<file path="config.mk">
export PLATFORM = sky130hd
export DESIGN_NAME = lsu_stage
export DESIGN_NICKNAME = d
export VERILOG_FILES = /design/src/rtl/lsu_stage.sv
export SDC_FILE = /design/constraint.sdc
export NUM_CORES = 1
export LEC_CHECK = 0
export CORE_UTILIZATION = 40
export CTS_BUF_LIST = sky130_fd_sc_hd__clkbuf_16
export CTS_CLUSTER_SIZE = 14
export DETAILED_ROUTE_END_ITERATION = 10
export DONT_BUFFER_PORTS = 1
export HOLD_SLACK_MARGIN = 0.03
export SYNTH_ARGS = -nofsm -noshare
export SYNTH_HDL_FRONTEND = slang
export SYNTH_SLANG_ARGS = --single-unit
</file>
<file path="constraint.sdc">
create_clock -name clk -period 5.2 [get_ports clk]
set_input_delay 1.04 -clock clk [delete_from_list [all_inputs] [get_ports clk]]
set_output_delay 1.04 -clock clk [all_outputs]
set_load 0.02 [all_outputs]
</file>
<file path="src/rtl/lsu_stage.sv">
// Load/store stage: registers one EXU packet, issues a single memory request,
// aligns load data and hands {rd_wen, rd, wb_data} to the writeback unit.
module lsu_stage #(
  parameter int WIDTH = 32
) (
  input  logic             clk,
  input  logic             rst,
  input  logic             exu_valid,
  input  logic [108:0]     exu_data,
  output logic             lsu_ready,
  output logic             mem_req_valid,
  input  logic             mem_req_ready,
  output logic             mem_req_wen,
  output logic [WIDTH-1:0] mem_req_addr,
  output logic [WIDTH-1:0] mem_req_wdata,
  output logic [3:0]       mem_req_wstrb,
  input  logic             mem_resp_valid,
  input  logic [WIDTH-1:0] mem_resp_rdata,
  output logic             lsu_valid,
  output logic [37:0]      lsu_data,
  input  logic             wbu_ready
);

  typedef enum logic [1:0] {IDLE, REQ, WAIT, OUT} state_e;

  state_e       state_q, state_d;
  logic [108:0] pkt_q, pkt_d;
  logic [31:0]  rdata_q, rdata_d;

  logic [31:0] alu_result, store_data, csr_data, wb_data;
  logic        mem_ren, mem_wen, rd_wen, is_store;
  logic [2:0]  funct3;
  logic [4:0]  rd;
  logic [1:0]  wb_sel, off;

  assign alu_result = pkt_q[108:77];
  assign mem_ren    = pkt_q[76];
  assign mem_wen    = pkt_q[75];
  assign funct3     = pkt_q[74:72];
  assign store_data = pkt_q[71:40];
  assign rd         = pkt_q[39:35];
  assign rd_wen     = pkt_q[34];
  assign wb_sel     = pkt_q[33:32];
  assign csr_data   = pkt_q[31:0];
  assign off        = alu_result[1:0];
  // A packet with both enables set behaves as a load.
  assign is_store   = mem_wen & ~mem_ren;

  function automatic logic [3:0] strb_f(input logic [1:0] sz, input logic [1:0] o);
    case (sz)
      2'b00:   strb_f = 4'b0001 << o;
      2'b01:   strb_f = 4'b0011 << {o[1], 1'b0};
      default: strb_f = 4'b1111;
    endcase
  endfunction

  function automatic logic [31:0] wdata_f(input logic [1:0] sz, input logic [1:0] o,
                                          input logic [31:0] sd);
    case (sz)
      2'b00:   wdata_f = sd << {o, 3'b000};
      2'b01:   wdata_f = sd << {o[1], 4'b0000};
      default: wdata_f = sd;
    endcase
  endfunction

  function automatic logic [31:0] load_f(input logic [2:0] f3, input logic [1:0] o,
                                         input logic [31:0] rdat);
    logic        [31:0] sh;
    logic signed [7:0]  b8;
    logic signed [15:0] h16;
    sh  = 32'd0;
    b8  = 8'sd0;
    h16 = 16'sd0;
    case (f3[1:0])
      2'b00: begin
        sh = rdat >> {o, 3'b000};
        b8 = sh[7:0];
        load_f = f3[2] ? {24'd0, sh[7:0]} : {{24{b8[7]}}, b8};
      end
      2'b01: begin
        sh  = rdat >> {o[1], 4'b0000};
        h16 = sh[15:0];
        load_f = f3[2] ? {16'd0, sh[15:0]} : {{16{h16[15]}}, h16};
      end
      default: load_f = rdat;
    endcase
  endfunction

  always_comb begin
    case (wb_sel)
      2'b01:   wb_data = load_f(funct3, off, rdata_q);
      2'b10:   wb_data = csr_data;
      default: wb_data = alu_result;
    endcase
  end

  always_comb begin
    state_d   = state_q;
    pkt_d     = pkt_q;
    rdata_d   = rdata_q;
    lsu_ready = (state_q == IDLE);
    case (state_q)
      IDLE: if (exu_valid) begin
        pkt_d   = exu_data;
        state_d = (exu_data[76] | exu_data[75]) ? REQ : OUT;
      end
      REQ:  if (mem_req_ready) state_d = WAIT;
      WAIT: if (mem_resp_valid) begin
        rdata_d = mem_resp_rdata;
        state_d = OUT;
      end
      OUT:  if (wbu_ready) state_d = IDLE;
      default: state_d = IDLE;
    endcase
  end

  // Outputs are gated by state so reset alone clears them; packet regs need no reset.
  assign mem_req_valid = (state_q == REQ);
  assign mem_req_wen   = mem_req_valid & is_store;
  assign mem_req_addr  = mem_req_valid ? {alu_result[31:2], 2'b00} : 32'd0;
  assign mem_req_wstrb = mem_req_wen ? strb_f(funct3[1:0], off) : 4'd0;
  assign mem_req_wdata = mem_req_wen ? wdata_f(funct3[1:0], off, store_data) : 32'd0;
  assign lsu_valid     = (state_q == OUT);
  assign lsu_data      = lsu_valid ? {rd_wen, rd, wb_data} : 38'd0;

  always_ff @(posedge clk or negedge rst) begin
    if (!rst) state_q <= IDLE;
    else      state_q <= state_d;
  end

  always_ff @(posedge clk) begin
    pkt_q   <= pkt_d;
    rdata_q <= rdata_d;
  end

endmodule

</file>
* Yosys cells after proc, flatten, opt, wreduce, memory -nomap -nowiden
Index checks and enable logic that the tools add are counted.
** Storage, ports and cells
- Input port bits :: 147
- Register bits :: 143
** Operators by class
- Reductions and logical operators :: 5
- Shift operators :: 6
- Equal/unequal tests :: 10
- Mux-type cells :: 16
- Bitwise logic cells :: 4
** Operators by type and width (count)
- $pmux W32 S2 :: 3
- $mux W32 :: 4
- $shl A32 B5 Y32 :: 2
- $mux W38 :: 1
- $shr A32 B5 Y16 :: 1
- $shr A32 B5 Y8 :: 1
- $mux W2 :: 5
- $pmux W2 S4 :: 1
- $pmux W4 S2 :: 1
- $eq A2 B1 Y1 const B :: 3
- $eq A2 B2 Y1 const B :: 3
- $logic_not A2 Y1 :: 2
- $mux W4 :: 1
- $ne A2 B1 Y1 const B :: 2
- $ne A2 B2 Y1 const B :: 2
- $reduce_and A2 Y1 :: 2
- $reduce_and A4 Y1 :: 1
- $shl A1 B2 Y4 const A :: 1
- $shl A2 B2 Y4 const A :: 1
- $and A1 B1 Y1 :: 2
- $not A1 Y1 :: 1
- $or A1 B1 Y1 :: 1

* Logic depth before layout (Yosys ltp)
Gate-level depths: netlist (run 1).
- Word-level depth :: 5
- Gate-level depth with buffers :: 8

* Least setup slack after synthesis (run 1)
OpenSTA, ideal clock, no wires.
- Path kind :: input to register
- From :: input exu_valid
- To :: register pkt_q[0] (enable)
- Library setup time :: 480 ps
- Arrival time :: 3538 ps
- Stages :: 1
- Path slack :: 1182 ps
- Path through :: and2_1
** On the way
- Cells in the longest elaborated chain, start to end :: 1
** Ends and longest elaborated chain
- from (decl) :: RTL line 8 : input logic exu_valid,
- $reduce_and A2 Y1 (no source line)
- to (signal assigned) :: RTL line 132 : pkt_q <= pkt_d;
- to (decl) :: RTL line 27 : logic [108:0] pkt_q, pkt_d;
No other way between the ends.
A chain may end at the register's enable or synchronous reset.

* Final worst setup path (run 1)
- From :: register pkt_q[78]
- To :: output lsu_data[21]
** On the way
- Cells in the longest elaborated chain, start to end :: 5
- Elaborated cells between the ends (all ways) :: 7
** Ends and longest elaborated chain
- $shr A32 B5 Y16 / $shr A32 B5 Y8 (equally long branches) :: RTL line 81, 76
- $mux W32 (on tied branches) :: RTL line 83, 78
- $pmux W32 S2 * :: RTL line 74 : case (f3[1:0])
- $pmux W32 S2 * :: RTL line 90 : case (wb_sel)
- $mux W38 * :: RTL line 124 : assign lsu_data = lsu_valid ? {rd_wen, rd, wb_data} : 38'd0;
- to (decl) :: RTL line 20 : output logic [37:0] lsu_data,
Every way passes the cells marked *; elsewhere a longest branch is shown, timed or not.

==> report_table.html, run 1 <==
<table>
<tr><th>Metric</th><th>Value</th></tr>
<tr><th colspan="2">Outcome</th></tr>
<tr><td>Result of the run</td><td>completed</td></tr>
<tr><th colspan="2">Finish</th></tr>
<tr><td>Multi-input gate area</td><td>2210 um^2</td></tr>
<tr><td>Layout cells sized above 1</td><td>a little under an eighth</td></tr>
<tr><td>Area growth from synthesis to layout</td><td>11.8%</td></tr>
<tr><td>Most used cells in the layout excluding fill and tap cells</td><td>sky130_fd_sc_hd__edfxtp_1, sky130_fd_sc_hd__o21ai_0, sky130_fd_sc_hd__a21oi_1</td></tr>
<tr><td>Fill count</td><td>between 1000 and 1500</td></tr>
<tr><td>Leading cell type in the layout, fill and taps excluded</td><td>sky130_fd_sc_hd__edfxtp_1</td></tr>
<tr><td>Final instance count without filler cells</td><td>776</td></tr>
<tr><td>Storage cell area</td><td>4280 um^2</td></tr>
<tr><td>Count of nets after finishing</td><td>694</td></tr>
<tr><th colspan="2">GRT</th></tr>
<tr><td>Largest net degree at the start of global routing</td><td>70</td></tr>
<tr><td>Global-route wire length before repair</td><td>roughly 28000 um</td></tr>
<tr><td>Antenna violations before repair</td><td>5</td></tr>
<tr><td>Number of global-route vias before repair</td><td>about 4600</td></tr>
<tr><td>Total overflow reported by the global router</td><td>0</td></tr>
<tr><td>Global-route usage over all layers</td><td>21.9%</td></tr>
<tr><th colspan="2">Clock tree</th></tr>
<tr><td>TritonCTS clock tree</td><td>built</td></tr>
<tr><td>Count of instances resized after the clock tree is built</td><td>0</td></tr>
<tr><td>CTS Hold Bufs</td><td>0</td></tr>
<tr><td>Clock transition at the registers of the reported paths</td><td>0.07 ns</td></tr>
<tr><td>Number of clock buffers inserted by TritonCTS</td><td>17</td></tr>
<tr><td>Maximum number of buffers from clock root to sink</td><td>2</td></tr>
<tr><td>Number of clock sinks</td><td>143</td></tr>
<tr><td>Number of H-tree levels</td><td>4</td></tr>
<tr><td>Root cell of the clock tree</td><td>sky130_fd_sc_hd__clkbuf_16</td></tr>
<tr><td>Buffers inserted by post-CTS timing repair</td><td>0</td></tr>
<tr><td>Clock network latency to the later pin of the worst-skew pair</td><td>0.42 ns</td></tr>
<tr><th colspan="2">STA</th></tr>
<tr><td>Final max-slew violation count</td><td>0</td></tr>
<tr><td>Slew @ Worst Pin</td><td>1.22 ns</td></tr>
<tr><td>Final setup vio count</td><td>0</td></tr>
<tr><td>Max Clock Skew</td><td>approximately 0.0064 ns</td></tr>
<tr><td>Final total negative setup slack</td><td>0 ns</td></tr>
<tr><td>Period utilization</td><td>between 80% and 90%</td></tr>
<tr><td>Number of hold violations in the final report</td><td>0</td></tr>
<tr><td>Peak Freq</td><td>235 MHz</td></tr>
<tr><td>Worst hold slack after final layout</td><td>0.307 ns</td></tr>
<tr><td>Headroom to the max-slew limit</td><td>18.4%</td></tr>
<tr><td>Min Tclk post-route</td><td>4.26 ns</td></tr>
<tr><td>RSZ-0062 raised after global routing</td><td>no</td></tr>
<tr><th colspan="2">Worst setup path</th></tr>
<tr><td>List of cells traversed by the critical path</td><td>buf_4 &gt; nor2b_1 &gt; a22oi_2 &gt; a2111o_1 &gt; a21oi_1</td></tr>
<tr><td>Worst R2R End</td><td>pkt_q[100]</td></tr>
<tr><td>Worst path buffer plus inverter count</td><td>1</td></tr>
<tr><td>Setup slack of the worst register-to-register path</td><td>2.39 ns</td></tr>
<tr><td>Worst reg-to-reg path cell count</td><td>4</td></tr>
<tr><td>Max stage delay on crit path</td><td>0.79 ns</td></tr>
<tr><td>Worst Path Class, Setup</td><td>reg2out</td></tr>
<tr><td>Critical-path cell with the highest stage delay</td><td>sky130_fd_sc_hd__a2111o_1</td></tr>
<tr><td>Highest fanout seen on the critical path</td><td>23</td></tr>
<tr><td>Gate family responsible for the most delay along the worst path</td><td>compound AO/OA/AOI/OAI gates</td></tr>
<tr><td>Startpoint types</td><td>flip-flop</td></tr>
<tr><td>Critical Path RT</td><td>approximately 4.2 ns</td></tr>
<tr><td>Crit Reg-Reg Startpoint</td><td>state_q[1]</td></tr>
<tr><td>Worst EP arrival</td><td>3.22 ns</td></tr>
<tr><td>Endpoint kind of the worst setup timing path</td><td>output pin</td></tr>
<tr><td>CP startpoint</td><td>pkt_q[78]</td></tr>
<tr><th colspan="2">Placement</th></tr>
<tr><td>Routability-driven placement congestion ratio</td><td>0.831</td></tr>
<tr><td>Port buffer count</td><td>0</td></tr>
<tr><td>Instance count after placement with tap cells included</td><td>742</td></tr>
<tr><td>DP HPWL</td><td>13300 um</td></tr>
<tr><th colspan="2">Yosys</th></tr>
<tr><td>Syn_area_per_cell</td><td>12.3 um^2</td></tr>
<tr><td>Synthesized flop and latch total</td><td>143</td></tr>
<tr><td>Fraction of synthesized cell area taken by the top area cell type</td><td>62.7%</td></tr>
<tr><td>Sequential cell area fraction in the yosys report</td><td>a little under two thirds</td></tr>
<tr><td>Post-Synthesis Cell Area</td><td>slightly below 7000 um^2</td></tr>
<tr><td>Synth area leader</td><td>sky130_fd_sc_hd__edfxtp_1</td></tr>
<tr><td>Distinct cells, synth</td><td>43</td></tr>
<tr><td>Number of warnings issued by yosys</td><td>0</td></tr>
<tr><td>Cells taking the most area after synthesis</td><td>sky130_fd_sc_hd__edfxtp_1, sky130_fd_sc_hd__and2_1, sky130_fd_sc_hd__a21oi_1</td></tr>
<tr><td>Gate count after technology mapping</td><td>547</td></tr>
<tr><th colspan="2">Flow run</th></tr>
<tr><td>Max-cap check violation count</td><td>0</td></tr>
<tr><th colspan="2">Floorplanning</th></tr>
<tr><td>Initial cell density of the core</td><td>approximately 40%</td></tr>
<tr><td>Die footprint</td><td>17400 um^2</td></tr>
<tr><td>Die span in x</td><td>about 130 um</td></tr>
<tr><td>Core Footprint</td><td>16500 um^2</td></tr>
<tr><td>Top-Level Pins</td><td>257</td></tr>
<tr><td>Floorplan die height</td><td>132 um</td></tr>
<tr><td>Std cell rows</td><td>47</td></tr>
<tr><th colspan="2">Drt</th></tr>
<tr><td>Number of search-and-repair iterations in the first detailed-routing pass</td><td>6</td></tr>
<tr><td>Post-detailed-route wirelength per cell</td><td>24.7 um</td></tr>
<tr><td>DRC marker count from the first detailed-route iteration</td><td>315</td></tr>
<tr><td>Remaining DRCs</td><td>0</td></tr>
<tr><td>Vias post-DR</td><td>4631</td></tr>
<tr><td>Avg Vias per Cell</td><td>5.97</td></tr>
<tr><td>Antenna viol nets, final</td><td>0</td></tr>
<tr><td>Wirelength, routed</td><td>between 15000 and 20000 um</td></tr>
<tr><th colspan="2">Worst hold path</th></tr>
<tr><td>Hold crit path type</td><td>in2async</td></tr>
<tr><th colspan="2">Power</th></tr>
<tr><td>Lkg Pwr</td><td>0.00256 uW</td></tr>
<tr><td>Power Density</td><td>539 nW/um^2</td></tr>
<tr><td>Max VDD drop</td><td>around 0.29 mV</td></tr>
<tr><td>Post-route total power</td><td>slightly above 4000 uW</td></tr>
</table>
## worst max-delay path by stage
stage	slack, ns	cells after the start	to
2_1_floorplan	1.18	1	pkt_q[0]
3_3_place_gp	1.47	5	lsu_data[21]
3_5_place_dp	1.39	5	lsu_data[21]
4_1_cts	0.92	5	lsu_data[21]
5_1_grt	0.79	4	mem_req_wdata[16]
6_report	0.94	5	lsu_data[21]
## where the power goes
| group | leakage, uW | switching, uW | internal (uW) |
|---|---|---|---|
| clock | 0.000275 | 540 | 635 |
| sequential | 0.00132 | 119 | 1540 |
| combinational | 0.000960 | 915 | 325 |
| total | 0.00256 | 1570 | 2500 |
## cells by family after synthesis
group	after synthesis	synth area share [%]
fa+ha+maj	6	1.11
other cells	1	0.0555
simple gates	123	9.23
buf+inv	60	3.87
compound gates	192	18.9
mux	22	3.37
flops	143	63.4
## Yosys cell counts, drive strengths merged
| cell | n |
|---|---|
| edfxtp | 141 |
| a21oi | 53 |
| o21ai | 44 |
| nand2 | 41 |
| and2 | 38 |
| clkbuf | 32 |
| a221oi | 24 |
| mux2i | 19 |
| nor2 | 17 |
| a22oi | 16 |
| o211ai | 15 |
| buf | 14 |
| inv | 13 |
| a22o | 9 |
| and3 | 9 |
| nor3 | 9 |
| a211oi | 8 |
| o21bai | 8 |
| a31oi | 7 |
| ha | 6 |
| mux2 | 3 |
| nand2b | 3 |
| nor2b | 3 |
| o22ai | 3 |
| dfrtp | 2 |
| a2111o | 1 |
| a21o | 1 |
| a2bb2oi | 1 |
| clkinv | 1 |
| conb | 1 |
| nand3b | 1 |
| nor3b | 1 |
| o31a | 1 |
| o41ai | 1 |
| or3b | 1 |
## stage by stage
stage | setup WS, ns | util (%) | instance area, um^2
CTS | 0.915 | 45.7 | 7550
global route | 0.794 | 45.7 | 7550
detailed placement | 1.39 | 42.2 | 6980
finish | 0.939 | 45.7 | 7550
global placement | 1.47 | 42.2 | 6980
floorplan | 1.18 | - | 6760
## layout make-up
type | count | share of cell area (%)
Sequential cell | 143 | 56.7
Multi-Input combinational cell | 345 | 29.3
Clock buffer | 17 | 5.63
Tap cell | 220 | 3.65
Timing Repair Buffer | 20 | 1.99
Clock inverter | 15 | 1.91
Inverter | 14 | 0.696
Antenna cell | 2 | 0.0663
## sequential cells by signal (all words and copies together) (netlist names)
register,cells
pkt_q,109
rdata_q,32
state_q,2
## routing by layer
| metal | vias up | global-route usage (%) | share of wire, % | wire (um) |
|---|---|---|---|---|
| met1 | 2265 | 25.3 | 38 | 7190 |
| met3 | 25 | 8.57 | 9.2 | 1760 |
| met5 | - | 0 | 0.18 | 34 |
| met4 | 6 | 6.98 | 1.6 | 299 |
| met2 | 254 | 37.1 | 51 | 9860 |
| li1 | 2081 | - | - | - |
No activity file was read; power rests on OpenSTA's default activity.
==> run 2: changes to the inputs <==
--- a/config.mk
+++ b/config.mk
@@ -5,6 +5,7 @@
 export SDC_FILE = /design/constraint.sdc
 export NUM_CORES = 1
 export LEC_CHECK = 0
+export ABC_AREA = 1
 export CORE_UTILIZATION = 40
 export CTS_BUF_LIST = sky130_fd_sc_hd__clkbuf_16
 export CTS_CLUSTER_SIZE = 14
==> constraint.sdc (replaced) <==
create_clock -name clk -period 4 [get_ports clk]
set_input_delay 0.8 -clock clk [delete_from_list [all_inputs] [get_ports clk]]
set_output_delay 0.8 -clock clk [all_outputs]
set_load 0.02 [all_outputs]
==> report_table.html, run 2 <==
<table>
<tr><th>Metric</th><th>Value</th></tr>
<tr><th colspan="2">Yosys</th></tr>
<tr><td>Dominant cell by count in the synthesized netlist</td><td>sky130_fd_sc_hd__nand2_1</td></tr>
<tr><td>Post-Synthesis Cell Area</td><td>6900 um^2 (+2.2%)</td></tr>
<tr><td>Syn_area_per_cell</td><td>9.93 um^2 (-20%)</td></tr>
<tr><td>Adder-cell share of the synthesized area</td><td>1.09% (-0.024 points)</td></tr>
<tr><td>Cells taking the most area after synthesis</td><td>sky130_fd_sc_hd__edfxtp_1, sky130_fd_sc_hd__nand2_1, sky130_fd_sc_hd__a21oi_1</td></tr>
<tr><td>Compound-cell area share of the yosys netlist</td><td>15.1% (-3.8 points)</td></tr>
<tr><td>Xor and xnor fraction of the mapped netlist area</td><td>0% (unchanged)</td></tr>
<tr><td>Distinct cells, synth</td><td>32 (-26%)</td></tr>
<tr><td>Gate count after technology mapping</td><td>695 (+27%)</td></tr>
<tr><td>Synthesized flop and latch total</td><td>143 (unchanged)</td></tr>
<tr><td>Fraction of synthesized cell area taken by the top area cell type</td><td>61.3% (-1.4 points)</td></tr>
<tr><td>Dominant combinational cell family by area after synthesis</td><td>compound AO/OA/AOI/OAI gates</td></tr>
<tr><td>Share of flip-flops with an asynchronous set or reset</td><td>1.40% (unchanged)</td></tr>
<tr><td>Number of enable flip-flop cells after synthesis</td><td>141 (unchanged)</td></tr>
<tr><td>Predominant post-synthesis flop cell</td><td>sky130_fd_sc_hd__edfxtp_1</td></tr>
<tr><td>Synth area leader</td><td>sky130_fd_sc_hd__edfxtp_1</td></tr>
<tr><td>Share of synthesized cell area in and, or, nand and nor gates</td><td>14.7% (+5.5 points)</td></tr>
<tr><td>Top cells by instance count after synthesis</td><td>sky130_fd_sc_hd__nand2_1, sky130_fd_sc_hd__edfxtp_1, sky130_fd_sc_hd__a21oi_1, sky130_fd_sc_hd__o21ai_0, sky130_fd_sc_hd__inv_1</td></tr>
<tr><td>Fraction of synthesized area in multiplexers</td><td>0% (-3.4 points)</td></tr>
<tr><td>Sequential cell area fraction in the yosys report</td><td>62.1% (-1.4 points)</td></tr>
<tr><td>Number of warnings issued by yosys</td><td>0 (unchanged)</td></tr>
<tr><th colspan="2">Drt</th></tr>
<tr><td>Post-detailed-route wirelength per cell</td><td>20.0 um (-19%)</td></tr>
<tr><td>DRC marker count from the first detailed-route iteration</td><td>426 (+35%)</td></tr>
<tr><td>Avg Vias per Cell</td><td>5.35 (-10%)</td></tr>
<tr><td>Remaining DRCs</td><td>0 (unchanged)</td></tr>
<tr><td>Wirelength, routed</td><td>19400 um (+1.6%)</td></tr>
<tr><td>Number of search-and-repair iterations in the first detailed-routing pass</td><td>5 (-1)</td></tr>
<tr><td>Antenna viol nets, final</td><td>0 (unchanged)</td></tr>
<tr><td>Vias post-DR</td><td>5202 (+12%)</td></tr>
<tr><th colspan="2">STA</th></tr>
<tr><td>Number of hold violations in the final report</td><td>0 (unchanged)</td></tr>
<tr><td>Peak Freq</td><td>between 200 and 300 MHz</td></tr>
<tr><td>Period utilization</td><td>91.2%</td></tr>
<tr><td>Slew @ Worst Pin</td><td>0.889 ns (-0.330 ns)</td></tr>
<tr><td>Final max-slew violation count</td><td>0 (unchanged)</td></tr>
<tr><td>Max Clock Skew</td><td>0.00864 ns (+0.00222 ns)</td></tr>
<tr><td>Final setup vio count</td><td>0 (unchanged)</td></tr>
<tr><td>Final total negative setup slack</td><td>0 ns (unchanged)</td></tr>
<tr><td>Min Tclk post-route</td><td>3.65 ns</td></tr>
<tr><td>RSZ-0062 raised after global routing</td><td>no</td></tr>
<tr><td>Headroom to the max-slew limit</td><td>40.7% (+22 points)</td></tr>
<tr><th colspan="2">Worst setup path</th></tr>
<tr><td>Worst reg-to-reg path cell count</td><td>5 (+1)</td></tr>
<tr><td>Worst EP arrival</td><td>2.85 ns (-0.37 ns)</td></tr>
<tr><td>Critical Path RT</td><td>3.20 ns (-0.96 ns)</td></tr>
<tr><td>Endpoint kind of the worst setup timing path</td><td>output pin</td></tr>
<tr><td>Startpoint types</td><td>flip-flop</td></tr>
<tr><td>Crit Reg-Reg Startpoint</td><td>state_q[1]</td></tr>
<tr><td>Highest fanout seen on the critical path</td><td>20 (-13%)</td></tr>
<tr><td>Setup slack of the worst register-to-register path</td><td>1.67 ns (-0.72 ns)</td></tr>
<tr><td>Worst Path Class, Setup</td><td>reg2out</td></tr>
<tr><td>Worst R2R End</td><td>pkt_q[9]</td></tr>
<tr><th colspan="2">Floorplanning</th></tr>
<tr><td>Die span in x</td><td>133 um (+1.1%)</td></tr>
<tr><td>Core Footprint</td><td>16700 um^2 (+1.1%)</td></tr>
<tr><td>Top-Level Pins</td><td>257 (unchanged)</td></tr>
<tr><td>Die footprint</td><td>17800 um^2 (+2.2%)</td></tr>
<tr><td>Floorplan die height</td><td>133 um (+1.1%)</td></tr>
<tr><td>Initial cell density of the core</td><td>41.3% (+0.46 points)</td></tr>
<tr><td>Std cell rows</td><td>47 (unchanged)</td></tr>
<tr><th colspan="2">Placement</th></tr>
<tr><td>DP HPWL</td><td>13900 um (+5.1%)</td></tr>
<tr><td>Port buffer count</td><td>0 (unchanged)</td></tr>
<tr><td>Routability-driven placement congestion ratio</td><td>0.882 (+6.1%)</td></tr>
<tr><th colspan="2">Finish</th></tr>
<tr><td>Top reg by flops</td><td>pkt_q</td></tr>
<tr><td>Count of nets after finishing</td><td>887 (+28%)</td></tr>
<tr><td>Layout cells sized above 1</td><td>17.0% (+5.1 points)</td></tr>
<tr><td>Most used cells in the layout excluding fill and tap cells</td><td>sky130_fd_sc_hd__nand2_1, sky130_fd_sc_hd__edfxtp_1, sky130_fd_sc_hd__a21oi_1</td></tr>
<tr><td>Area growth from synthesis to layout</td><td>15.9%</td></tr>
<tr><td>Fin util</td><td>47.9% (+2.2 points)</td></tr>
<tr><td>Leading cell type in the layout, fill and taps excluded</td><td>sky130_fd_sc_hd__nand2_1</td></tr>
<tr><td>Largest registers</td><td>pkt_q (109), rdata_q (32), state_q (2)</td></tr>
<tr><td>Number of flip-flops in the largest register</td><td>109 (unchanged)</td></tr>
<tr><td>Fill count</td><td>1598 (+7.1%)</td></tr>
<tr><th colspan="2">Clock tree</th></tr>
<tr><td>TritonCTS clock tree</td><td>built</td></tr>
<tr><td>Clock network latency to the later pin of the worst-skew pair</td><td>0.42 ns (about the same)</td></tr>
<tr><td>Root cell of the clock tree</td><td>sky130_fd_sc_hd__clkbuf_16</td></tr>
<tr><td>Buffers inserted by post-CTS timing repair</td><td>0 (unchanged)</td></tr>
<tr><td>Count of instances resized after the clock tree is built</td><td>0 (unchanged)</td></tr>
<tr><td>Clock transition at the registers of the reported paths</td><td>0.06 ns (about the same)</td></tr>
<tr><td>Number of clock sinks</td><td>143 (unchanged)</td></tr>
<tr><td>Number of clock buffers inserted by TritonCTS</td><td>17 (unchanged)</td></tr>
<tr><td>Maximum number of buffers from clock root to sink</td><td>2 (unchanged)</td></tr>
<tr><td>Number of H-tree levels</td><td>4 (unchanged)</td></tr>
<tr><td>CTS Hold Bufs</td><td>0 (unchanged)</td></tr>
<tr><th colspan="2">GRT</th></tr>
<tr><td>Total overflow reported by the global router</td><td>0 (unchanged)</td></tr>
<tr><td>Antenna violations before repair</td><td>5 (unchanged)</td></tr>
<tr><td>Number of global-route vias before repair</td><td>5066 (+10%)</td></tr>
<tr><td>Global-route usage over all layers</td><td>22.1% (+0.25 points)</td></tr>
<tr><td>Largest net degree at the start of global routing</td><td>63 (-10%)</td></tr>
<tr><td>Global-route wire length before repair</td><td>29100 um (+3.5%)</td></tr>
<tr><th colspan="2">Power</th></tr>
<tr><td>Lkg Pwr</td><td>0.00317 uW (+24%)</td></tr>
<tr><td>Power Density</td><td>657 nW/um^2 (+22%)</td></tr>
<tr><td>Post-route total power</td><td>5260 uW (+29%)</td></tr>
<tr><td>Max VDD drop</td><td>0.366 mV (+27%)</td></tr>
<tr><th colspan="2">Outcome</th></tr>
<tr><td>Result of the run</td><td>completed</td></tr>
<tr><th colspan="2">Worst hold path</th></tr>
<tr><td>Hold crit path type</td><td>in2async</td></tr>
<tr><th colspan="2">Flow run</th></tr>
<tr><td>Max-cap check violation count</td><td>0 (unchanged)</td></tr>
</table>
## run 2: changes by cell type after synthesis, sizes merged, moves of 15 or more
cell,previous run,this run
a22oi,16,0
nor2,17,40
o21ai,44,93
nand3,0,33
a21oi,53,100
o211ai,15,0
inv,13,70
a221oi,24,0
nand2,41,160
and2,38,0
mux2i,19,0
## run 2: metal layers
layer / vias to the layer above / routed length, um / GRT usage, %
met5: - / 0 / 0
met4: 0 / 219 / 7.26
met3: 13 / 1410 / 7.04
met2: 227 / 9560 / 35.8
met1: 2506 / 8260 / 28.0
li1: 2456 / - / -
## run 2: worst max path at each step
stage                    start     endpoint  cells after the start
finish               pkt_q[73]  lsu_data[1]                      8
global route         pkt_q[73]  lsu_data[0]                      8
CTS                  pkt_q[73]  lsu_data[1]                      8
detailed placement   pkt_q[73]  lsu_data[0]                      8
global placement     pkt_q[73]  lsu_data[0]                      8
floorplan           state_q[0]     pkt_q[0]                      4
## run 2: layout make-up
class / instances / area [um^2] / share of cell area [%]
repair buffers: 60 / 463 / 5.79
well taps: 220 / 275 / 3.44
multi-input cells: 439 / 2140 / 26.7
inverters: 73 / 279 / 3.49
flip-flops and latches: 143 / 4280 / 53.6
diodes: 5 / 12.5 / 0.156
clock buffers: 17 / 425 / 5.32
clock inverters: 15 / 123 / 1.53
## run 2: report_power, final
| part | switching, uW | internal [uW] | leakage (uW) |
|---|---|---|---|
| logic | 1230 | 412 | 0.00158 |
| clock network | 625 | 850 | 0.000264 |
| registers | 151 | 1990 | 0.00132 |
## run 2: kinds of logic after synthesis
logic type	count (synthesis)
fa+ha+maj	6
flops	143
simple gates	235
compound gates	196
buf+inv	114
other cells	1
## run 2: stage by stage
| stage | setup slack (ns) | cells | instance area (um^2) | hold slack, ns |
|---|---|---|---|---|
| 6_report | 0.350 | 972 | 8000 | 0.0711 |
| 5_1_grt | 0.124 | 970 | 8000 | 0.0509 |
| 4_1_cts | 0.334 | 967 | 7990 | 0.0545 |
| 3_5_place_dp | 0.803 | 935 | 7440 | 0.505 |
| 3_3_place_gp | 0.847 | 935 | 7440 | 0.504 |
| 2_1_floorplan | 0.560 | 696 | 6910 | 0.504 |
## run 2: worst max-delay path, cell delays in order, from the launching register on
cell                       delay, ns
sky130_fd_sc_hd__edfxtp_1       0.93
sky130_fd_sc_hd__nor2_2         0.28
sky130_fd_sc_hd__o21ai_2        0.16
sky130_fd_sc_hd__nand2_4        0.17
sky130_fd_sc_hd__inv_4          0.20
sky130_fd_sc_hd__nand2_1        0.07
sky130_fd_sc_hd__nand3_1        0.08
sky130_fd_sc_hd__nand2_1        0.05
sky130_fd_sc_hd__a21oi_1        0.47
